## config.mk

```make
export PLATFORM = sky130hd
export DESIGN_NAME = tmds_multich_encoder
export DESIGN_NICKNAME = d
export VERILOG_FILES = /design/src/rtl/tmds_multich_encoder.sv
export SDC_FILE = /design/constraint.sdc
export NUM_CORES = 1
export LEC_CHECK = 0
export BUFFER_PORTS_ARGS = -buffer_cell sky130_fd_sc_hd__buf_2
export CAP_MARGIN = 20
export CORE_MARGIN = 2
export CORE_UTILIZATION = 35
export CTS_CLUSTER_SIZE = 14
export DETAILED_ROUTE_END_ITERATION = 8
export PLACE_DENSITY_LB_ADDON = 0.2
export SYNTH_ARGS = -nofsm -noshare
export SYNTH_HDL_FRONTEND = slang
export SYNTH_SLANG_ARGS = --single-unit
```

## constraint.sdc

```tcl
create_clock -name CK -period 11.2 [get_ports CK]
set_clock_uncertainty 0.05 [all_clocks]
set_input_delay 1.68 -clock CK [delete_from_list [all_inputs] [get_ports CK]]
set_output_delay 1.68 -clock CK [all_outputs]
set_load 0.005 [all_outputs]
```

## src/rtl/tmds_multich_encoder.sv

```systemverilog
// N-channel TMDS symbol encoder: per-channel control, 8b/10b video with DC
// balance, TERC4 data-island and guard-band codes, two or three cycle latency.

module tmds_lane #(
    parameter int EXTRA_PIPE = 0
) (
    input  logic       clk,
    input  logic       rst_n,
    input  logic [2:0] mode,
    input  logic [1:0] c,
    input  logic [7:0] d,
    input  logic [3:0] aux,
    output logic [9:0] q,
    output logic [4:0] disp
);
    localparam logic [2:0] MODE_CTRL    = 3'd0;
    localparam logic [2:0] MODE_VIDEO   = 3'd1;
    localparam logic [2:0] MODE_TERC4   = 3'd2;
    localparam logic [2:0] MODE_GUARD_A = 3'd3;
    localparam logic [2:0] MODE_GUARD_B = 3'd4;
    localparam logic [9:0] SYM_CTRL0    = 10'b1101010100;

    function automatic logic [3:0] ones8(input logic [7:0] v);
        logic [3:0] n;
        n = '0;
        for (int k = 0; k < 8; k++) n = n + {3'b000, v[k]};
        return n;
    endfunction

    // Transition-minimising stage: XNOR chain for dense bytes, XOR otherwise.
    function automatic logic [8:0] minimise(input logic [7:0] v);
        logic [3:0] n;
        logic       xn;
        logic [8:0] m;
        n    = ones8(v);
        xn   = (n > 4'd4) || ((n == 4'd4) && !v[0]);
        m    = '0;
        m[0] = v[0];
        for (int k = 1; k < 8; k++) m[k] = xn ? ~(m[k-1] ^ v[k]) : (m[k-1] ^ v[k]);
        m[8] = ~xn;
        return m;
    endfunction

    function automatic logic [9:0] terc4(input logic [3:0] a);
        logic [9:0] s;
        case (a)
            4'h0: s = 10'b1010011100;
            4'h1: s = 10'b1001100011;
            4'h2: s = 10'b1011100100;
            4'h3: s = 10'b1011100010;
            4'h4: s = 10'b0101110001;
            4'h5: s = 10'b0100011110;
            4'h6: s = 10'b0110001110;
            4'h7: s = 10'b0100111100;
            4'h8: s = 10'b1011001100;
            4'h9: s = 10'b0100111001;
            4'hA: s = 10'b0110011100;
            4'hB: s = 10'b1011000110;
            4'hC: s = 10'b1010001110;
            4'hD: s = 10'b1001110001;
            4'hE: s = 10'b0101100011;
            default: s = 10'b1011000011;
        endcase
        return s;
    endfunction

    function automatic logic [9:0] ctrl_sym(input logic [1:0] cc);
        logic [9:0] s;
        case (cc)
            2'b00:   s = 10'b1101010100;
            2'b01:   s = 10'b0010101011;
            2'b10:   s = 10'b0101010100;
            default: s = 10'b1010101011;
        endcase
        return s;
    endfunction

    // Stage 1
    logic [8:0] qm_s1;
    logic [2:0] mode_s1;
    logic [1:0] c_s1;
    logic [3:0] aux_s1;

    always_ff @(posedge clk or negedge rst_n) begin
        if (!rst_n) begin
            qm_s1   <= '0;
            mode_s1 <= MODE_CTRL;
            c_s1    <= '0;
            aux_s1  <= '0;
        end else begin
            qm_s1   <= minimise(d);
            mode_s1 <= mode;
            c_s1    <= c;
            aux_s1  <= aux;
        end
    end

    // Stage 2: symbol select and disparity update, all in 5-bit modular arithmetic
    logic [3:0] n_s1;
    logic [4:0] two_n, qm8_x2, cnt, cnt_nx;
    logic       cnt_pos, cnt_neg;
    logic [9:0] q_nx, q_s2;

    always_comb begin
        n_s1    = ones8(qm_s1[7:0]);
        two_n   = {n_s1, 1'b0};
        qm8_x2  = {3'b000, qm_s1[8], 1'b0};
        cnt_pos = !cnt[4] && (cnt != 5'd0);
        cnt_neg = cnt[4];
        q_nx    = ctrl_sym(c_s1);
        cnt_nx  = '0;
        case (mode_s1)
            MODE_VIDEO: begin
                if ((cnt == 5'd0) || (n_s1 == 4'd4)) begin
                    q_nx   = {~qm_s1[8], qm_s1[8], qm_s1[8] ? qm_s1[7:0] : ~qm_s1[7:0]};
                    cnt_nx = qm_s1[8] ? (cnt + two_n - 5'd8) : (cnt + 5'd8 - two_n);
                end else if ((cnt_pos && (n_s1 > 4'd4)) || (cnt_neg && (n_s1 < 4'd4))) begin
                    q_nx   = {1'b1, qm_s1[8], ~qm_s1[7:0]};
                    cnt_nx = cnt + qm8_x2 + 5'd8 - two_n;
                end else begin
                    q_nx   = {1'b0, qm_s1[8], qm_s1[7:0]};
                    cnt_nx = cnt + two_n - 5'd8 - (5'd2 - qm8_x2);
                end
            end
            MODE_TERC4:   q_nx = terc4(aux_s1);
            MODE_GUARD_A: q_nx = 10'b0100110011;
            MODE_GUARD_B: q_nx = 10'b1011001100;
            default:      q_nx = ctrl_sym(c_s1);
        endcase
    end

    always_ff @(posedge clk or negedge rst_n) begin
        if (!rst_n) begin
            q_s2 <= SYM_CTRL0;
            cnt  <= '0;
        end else begin
            q_s2 <= q_nx;
            cnt  <= cnt_nx;
        end
    end

    generate
        if (EXTRA_PIPE != 0) begin : g_xp
            logic [9:0] q_s3;
            logic [4:0] disp_s3;
            always_ff @(posedge clk or negedge rst_n) begin
                if (!rst_n) begin
                    q_s3    <= SYM_CTRL0;
                    disp_s3 <= '0;
                end else begin
                    q_s3    <= q_s2;
                    disp_s3 <= cnt;
                end
            end
            assign q    = q_s3;
            assign disp = disp_s3;
        end else begin : g_nxp
            assign q    = q_s2;
            assign disp = cnt;
        end
    endgenerate

endmodule

module tmds_multich_encoder #(
    parameter int NUM_CH     = 3,
    parameter int EXTRA_PIPE = 0
) (
    input  logic                  CK,
    input  logic                  RESET,
    input  logic [3*NUM_CH-1:0]   MODE,
    input  logic [2*NUM_CH-1:0]   C,
    input  logic [8*NUM_CH-1:0]   D,
    input  logic [4*NUM_CH-1:0]   AUX,
    output logic [10*NUM_CH-1:0]  Q,
    output logic                  Q_VALID,
    output logic [5*NUM_CH-1:0]   DISP
);
    localparam int STAGES = (EXTRA_PIPE != 0) ? 2 : 1;

    logic [NUM_CH-1:0][2:0] mode_v;
    logic [NUM_CH-1:0][1:0] c_v;
    logic [NUM_CH-1:0][7:0] d_v;
    logic [NUM_CH-1:0][3:0] aux_v;
    logic [NUM_CH-1:0][9:0] q_v;
    logic [NUM_CH-1:0][4:0] disp_v;

    assign mode_v = MODE;
    assign c_v    = C;
    assign d_v    = D;
    assign aux_v  = AUX;
    assign Q      = q_v;
    assign DISP   = disp_v;

    // Ones shift in behind reset; the top bit reaches Q_VALID as the first real symbol lands
    logic [STAGES:0] vld_pipe;

    always_ff @(posedge CK or negedge RESET) begin
        if (!RESET) vld_pipe <= '0;
        else        vld_pipe <= {vld_pipe[STAGES-1:0], 1'b1};
    end

    assign Q_VALID = vld_pipe[STAGES];

    generate
        for (genvar i = 0; i < NUM_CH; i++) begin : g_lane
            tmds_lane #(.EXTRA_PIPE(EXTRA_PIPE)) u_lane (
                .clk   (CK),
                .rst_n (RESET),
                .mode  (mode_v[i]),
                .c     (c_v[i]),
                .d     (d_v[i]),
                .aux   (aux_v[i]),
                .q     (q_v[i]),
                .disp  (disp_v[i])
            );
        end
    endgenerate

endmodule

```

# After elaboration in Yosys (flattened, before gate mapping)
# Memories as Yosys holds them, arrays and structs flattened.
# Cells that the tools add are included.
[word_totals]
regBits = 101
rom_bits = 480
inputBits = 53
output_inout_bits = 46
word_cells = 259
n_memories = 3
[memory_table]
columns = ["name", "depth", "word_bits", "read_ports", "rd_clocked_by_memory_dff", "wr", "line_no", "rtl"]
rows = [
  ["(name not given)", 16, 10, 1, 0, 0, "46", "case (a)"],
  ["(name not given)", 16, 10, 1, 0, 0, "46", ""],
  ["(name not given)", 16, 10, 1, 0, 0, "46", ""],
]
[op_classes]
n_addsub = 69
magnitude_cmp = 9
eq_ne = 24
mux = 48
bitwise = 51
n_reduce_logical = 36
[op_table]
columns = ["op", "count"]
rows = [
  ["adder 4 x 1 -> 4 bit", 36],
  ["case mux 10 bit (4 select lines)", 3],
  ["case mux 10 bit (3 select lines)", 3],
  ["2-to-1 mux 10 bit", 6],
  ["2-to-1 mux 5 bit", 12],
  ["subtractor 5 bit", 9],
  ["adder 5 x 4 -> 5 bit, second input constant", 6],
  ["inverter 1 bit", 27],
  ["== test 4 x 3 -> 1 bit, second input constant", 6],
  ["> comparator 4 x 3 -> 1 bit, second input constant", 6],
  ["2-to-1 mux 8 bit", 3],
  ["inverter 8 bit", 3],
  ["2-to-1 mux 1 bit", 21],
  ["XOR 1 bit", 21],
  ["== test 3 x 2 -> 1 bit, second input constant", 6],
  ["adder 5 x 2 -> 5 bit", 3],
  ["adder 5 bit", 3],
  ["logical NOT 5 bit", 3],
  ["nonzero test 5 bit", 3],
  ["subtractor 5 x 4 -> 5 bit, second input constant", 3],
  ["adder 1 x 1 -> 2 bit", 6],
  ["logical AND 1 bit", 12],
  ["< comparator 4 x 3 -> 1 bit, second input constant", 3],
  ["== test 3 x 1 -> 1 bit, second input constant", 3],
  ["7 further kinds", 30],
]

# Logic depth before layout (Yosys ltp)
[depth]
ltp_word = 29
depth_mapped = 17
mapped_depth_nobuf = 17

# By module
# Synthesis repeated with hierarchy kept, for this count alone.
[unflattened]
cells_unflattened = 913
hier_area_um2 = 8480.6
[modules_own_cells]
columns = ["module", "instances", "cells_per_inst", "area_each_um2"]
rows = [
  ["tmds_lane at g_lane[1].u_lane", 1, 312, 2887.8],
  ["tmds_lane at g_lane[2].u_lane", 1, 300, 2825.2],
  ["tmds_lane at g_lane[0].u_lane", 1, 298, 2713.9],
  ["tmds_multich_encoder", 1, 3, 53.8],
]

# Worst setup path after synthesis
# Ideal clock, no wire load.
[synth_timing]
path_type = "register to register"
startpoint = "register g_lane[0].u_lane.qm_s1[0]"
endpoint = "register g_lane[0].u_lane.cnt[4]"
setup_ps = 123
t_arrival_ps = 4808
required_time_ps = 11027
setup_slack_ps = 6219
stages_incl_launch_ff = 16
path_cell_list = "dfrtp_1 -> ha_1 -> inv_1 -> fa_1 -> fa_1 -> fa_1 -> fa_1 -> xnor2_2 -> ha_1 -> fa_1 -> nor3b_1 -> xor2_1 -> a211oi_1 -> a21boi_0 -> a311o_1 -> o221a_1"
[synth_between]
elab_chain_len = 13
elab_cells_between_ends = 23
[synth_lines]
columns = ["element", "line_no", "rtl"]
rows = [
  ["start, declared", "79", "logic [8:0] qm_s1;"],
  ["start signal, assigned", "91", "qm_s1 <= minimise(d);"],
  ["adder 1 x 1 -> 2 bit *", "26", "for (int k = 0; k < 8; k++) n = n + {3'b000, v[k]};"],
  ["adder 4 x 1 -> 4 bit * (6 in series)", "26", ""],
  ["adder 5 bit, or another cell as far along", "116, 122", ""],
  ["subtractor 5 x 4 -> 5 bit / logical AND 1 bit (equally long branches)", "116, 122, 117", ""],
  ["subtractor 5 bit / logical OR 1 bit (equally long branches)", "122, 117", ""],
  ["2-to-1 mux 5 bit", "117", "end else if ((cnt_pos && (n_s1 > 4'd4)) || (cnt_neg && (n_s1 < 4'd4))) begin"],
  ["2-to-1 mux 5 bit *", "114", "if ((cnt == 5'd0) || (n_s1 == 4'd4)) begin"],
  ["2-to-1 mux 5 bit *", "112", "case (mode_s1)"],
  ["named net g_lane[0].u_lane.cnt_nx[4]", "100", "logic [4:0] two_n, qm8_x2, cnt, cnt_nx;"],
  ["end signal, assigned", "138", "cnt <= cnt_nx;"],
  ["end, declared", "100", ""],
]
# Mark *: on every way through the listed nets, which the timed path passes. The rest lies on a longest branch.

# Final worst setup path
# Same ends and word-level chain as after synthesis.

==> flow_metrics.env <==
export IMPL_regToRegSetupSlack_ps=5920
export IMPL_synth_mux_area_share_pct=0.998
export IMPL_synth_seq_cells=98
export IMPL_yosysWarnings=0
export IMPL_max_freq_ghz=0.189
export IMPL_post_cts_resized=0
export IMPL_synth_cell_type_count=84
export IMPL_core_area_mm2=0.0233
export IMPL_synth_top_family_by_area="adder cells"
export IMPL_fillCellCount=2353
export IMPL_io_buffer_count=95
export IMPL_hpwl_um=14200
export IMPL_syn_to_final_growth_pct=12.2
export IMPL_drive_above_1_share_pct=16.3
export IMPL_fin_util_pct=39.8
export IMPL_fin_crit_ps=5280
export IMPL_maxCapViolCount=0
export IMPL_drc=0
export IMPL_worst_pin_slew_ps=912
export IMPL_grt_remaining_overflow=0
export IMPL_hold_end="vld_pipe[1]"
export IMPL_setup_violations=0
export IMPL_slew_violations=0
export IMPL_r2r_end="g_lane[0].u_lane.disp[4]"
export IMPL_arrival_ps=5470
export IMPL_place_congestion=0.814
export IMPL_reg2reg_depth=15
export IMPL_maxSlewHeadroom_pct=38.8
export IMPL_cp_end_kind="flop"
export IMPL_final_common_cell="inv_1"
export IMPL_yosys_area_share_xor_xnor_pct=7.79
export IMPL_cts_setup_buffers=0
export IMPL_insertion_delay_ps=360
export IMPL_final_cell_mix="112 x inv_1, 94 x buf_2, 93 x ha_1"
export IMPL_antenna_found_initial=0
export IMPL_htreeDepth=3
export IMPL_min_from="vld_pipe[0]"
export IMPL_cts_sinks=98
export IMPL_clk_pin_slew_ps=70
export IMPL_start_kind="flop"
export IMPL_die_area_mm2=0.0249
export IMPL_ys_seq_area_share_pct=29.9
export IMPL_wl_per_cell_um=14.3
export IMPL_clock_path_buffers=2
export IMPL_critical_path_required_ps=11390
export IMPL_rr_startpoint="g_lane[0].u_lane.qm_s1[0]"
export IMPL_synthCells=881
export IMPL_critPathKind="flop to flop"
export IMPL_cts_tree="built"
export IMPL_finalNetCount=1137
export IMPL_viasPerCell=4.94
export IMPL_synth_compound_area_share_pct=18.6
export IMPL_cts_made_buffers=9
export IMPL_grt_max_degree=53
export IMPL_row_count=56
export IMPL_path_max_fanout=8
export IMPL_vias=6314
export IMPL_die_w_um=158
export IMPL_whs_path_depth=0
export IMPL_hold_violations=0
export IMPL_cts_hold_buf=0
export IMPL_synth_simple_area_share_pct=12.2
export IMPL_root_buffer="clkbuf_16"
export IMPL_outcome="finished clean"
export IMPL_chipHeight_um=158
export IMPL_n_antenna_cell=0
export IMPL_hold_slack_ps=307
export IMPL_worstHoldPathType="flop to flop"
export IMPL_syn_area_mm2=0.00827
export IMPL_synth_fa_ha_area_share_pct=23.1
export IMPL_rsz0062_at_grt="no"
export IMPL_initial_core_util_pct=35.5
export IMPL_first_pass_iters=4
export IMPL_grt_first_pass_wirelength_um=30200
export IMPL_finalSetupTns_ps=0
export IMPL_drtIter0Drc=281
export IMPL_drt_total_wl_um=18300
export IMPL_synth_edf_count=0
export IMPL_globalRouteTotalUtil_pct=15.3
export IMPL_pin_count=99
export IMPL_grt_pass1_vias=6113
export IMPL_min_period_over_period_pct=47.2
export IMPL_postSynthAreaPerCell_um2=9.39
export IMPL_synth_ff_type="dfrtp_1"
export IMPL_antenna_left=0
export IMPL_ys_async_sr_fraction_pct=100
-- worst max path at each step --
stage	start	endpoint	slack, ps	depth (start not counted)
finish	g_lane[0].u_lane.qm_s1[0]	g_lane[0].u_lane.disp[4]	5920	15
global route	g_lane[0].u_lane.qm_s1[0]	g_lane[0].u_lane.disp[4]	5680	15
CTS	g_lane[0].u_lane.qm_s1[0]	g_lane[0].u_lane.disp[4]	5920	15
detailed placement	D[16]	g_lane[2].u_lane.qm_s1[7]	5880	13
global placement	D[0]	g_lane[0].u_lane.qm_s1[7]	5960	13
floorplan	g_lane[0].u_lane.qm_s1[0]	g_lane[0].u_lane.disp[4]	6220	15
-- logic make-up (layout without fill, tap and decap cells) --
group / after synthesis / count (layout)
compound gates: 229 / 229
buf+inv: 148 / 225
mux: 8 / 8
xor+xnor: 71 / 71
other cells: 2 / 4
fa+ha+maj: 132 / 132
flops: 98 / 98
simple gates: 193 / 193
-- Yosys cell counts (6+ instances only) --
cell | instances | area share (%)
dfstp_2 | 15 | 4.8
mux2i_1 | 6 | 0.73
nor3_1 | 12 | 0.73
o211ai_1 | 8 | 0.73
a21o_1 | 6 | 0.54
nand4_1 | 7 | 0.53
a31oi_1 | 7 | 0.53
fa_1 | 36 | 8.7
ha_1 | 93 | 14
o31ai_1 | 9 | 0.82
nand2_1 | 41 | 1.9
o221ai_1 | 7 | 0.74
nand2b_1 | 7 | 0.53
a21oi_1 | 62 | 3.8
o21ai_0 | 50 | 3.0
a211oi_1 | 11 | 1.0
xnor2_1 | 47 | 5.0
a211o_1 | 13 | 1.4
inv_1 | 112 | 5.1
nor2b_1 | 9 | 0.68
xor2_1 | 21 | 2.2
clkbuf_1 | 23 | 1.0
nor3b_1 | 12 | 1.1
dfrtp_1 | 83 | 25
nor2_1 | 45 | 2.0
nand3_1 | 24 | 1.5
-- critical path, cell delays in order (launching register included) --
cell	delay, ps
dfrtp_1	400
ha_1	280
inv_1	40
fa_1	490
fa_1	430
fa_1	430
fa_1	490
xnor2_2	390
ha_1	330
fa_1	550
nor3b_1	260
xor2_1	250
a211oi_1	100
a21boi_0	150
a311o_1	330
o221a_1	210
-- registers in the layout, indices dropped and copies added, names as in the netlist --
name,flops
g_lane.u_lane.aux_s1,12
g_lane.u_lane.q,30
vld_pipe,2
g_lane.u_lane.qm_s1,27
g_lane.u_lane.mode_s1,9
g_lane.u_lane.disp,12
g_lane.u_lane.c_s1,6
-- layer usage --
layer	vias up	global-route usage, %	wire [µm]
met5	-	0	0
met4	0	5.02	255
met3	16	2.03	490
met2	100	25.0	8560
met1	3025	21.1	8990
li1	3173	-	-
-- cell type report --
| cell class | count | area, µm² | share of cell area (%) |
|---|---|---|---|
| clock buffer | 10 | 239 | 2.57 |
| clock inverter | 6 | 57.6 | 0.620 |
| inverter | 113 | 424 | 4.57 |
| multi-input combinational | 637 | 5210 | 56.1 |
| sequential | 98 | 2470 | 26.6 |
| tap | 319 | 399 | 4.30 |
| timing repair buffer | 96 | 485 | 5.23 |
-- through the flow --
stage               area, µm²  instances  setup WS [ps]
floorplan                8280        883           6220
global placement         8990       1263           5960
detailed placement       8990       1263           5880
CTS                      9280       1279           5920
global route             9280       1279           5680
finish                   9280       1279           5920
Power is not shown: default switching activity piles up to over one toggle a cycle in this logic, so the estimate is an artifact.
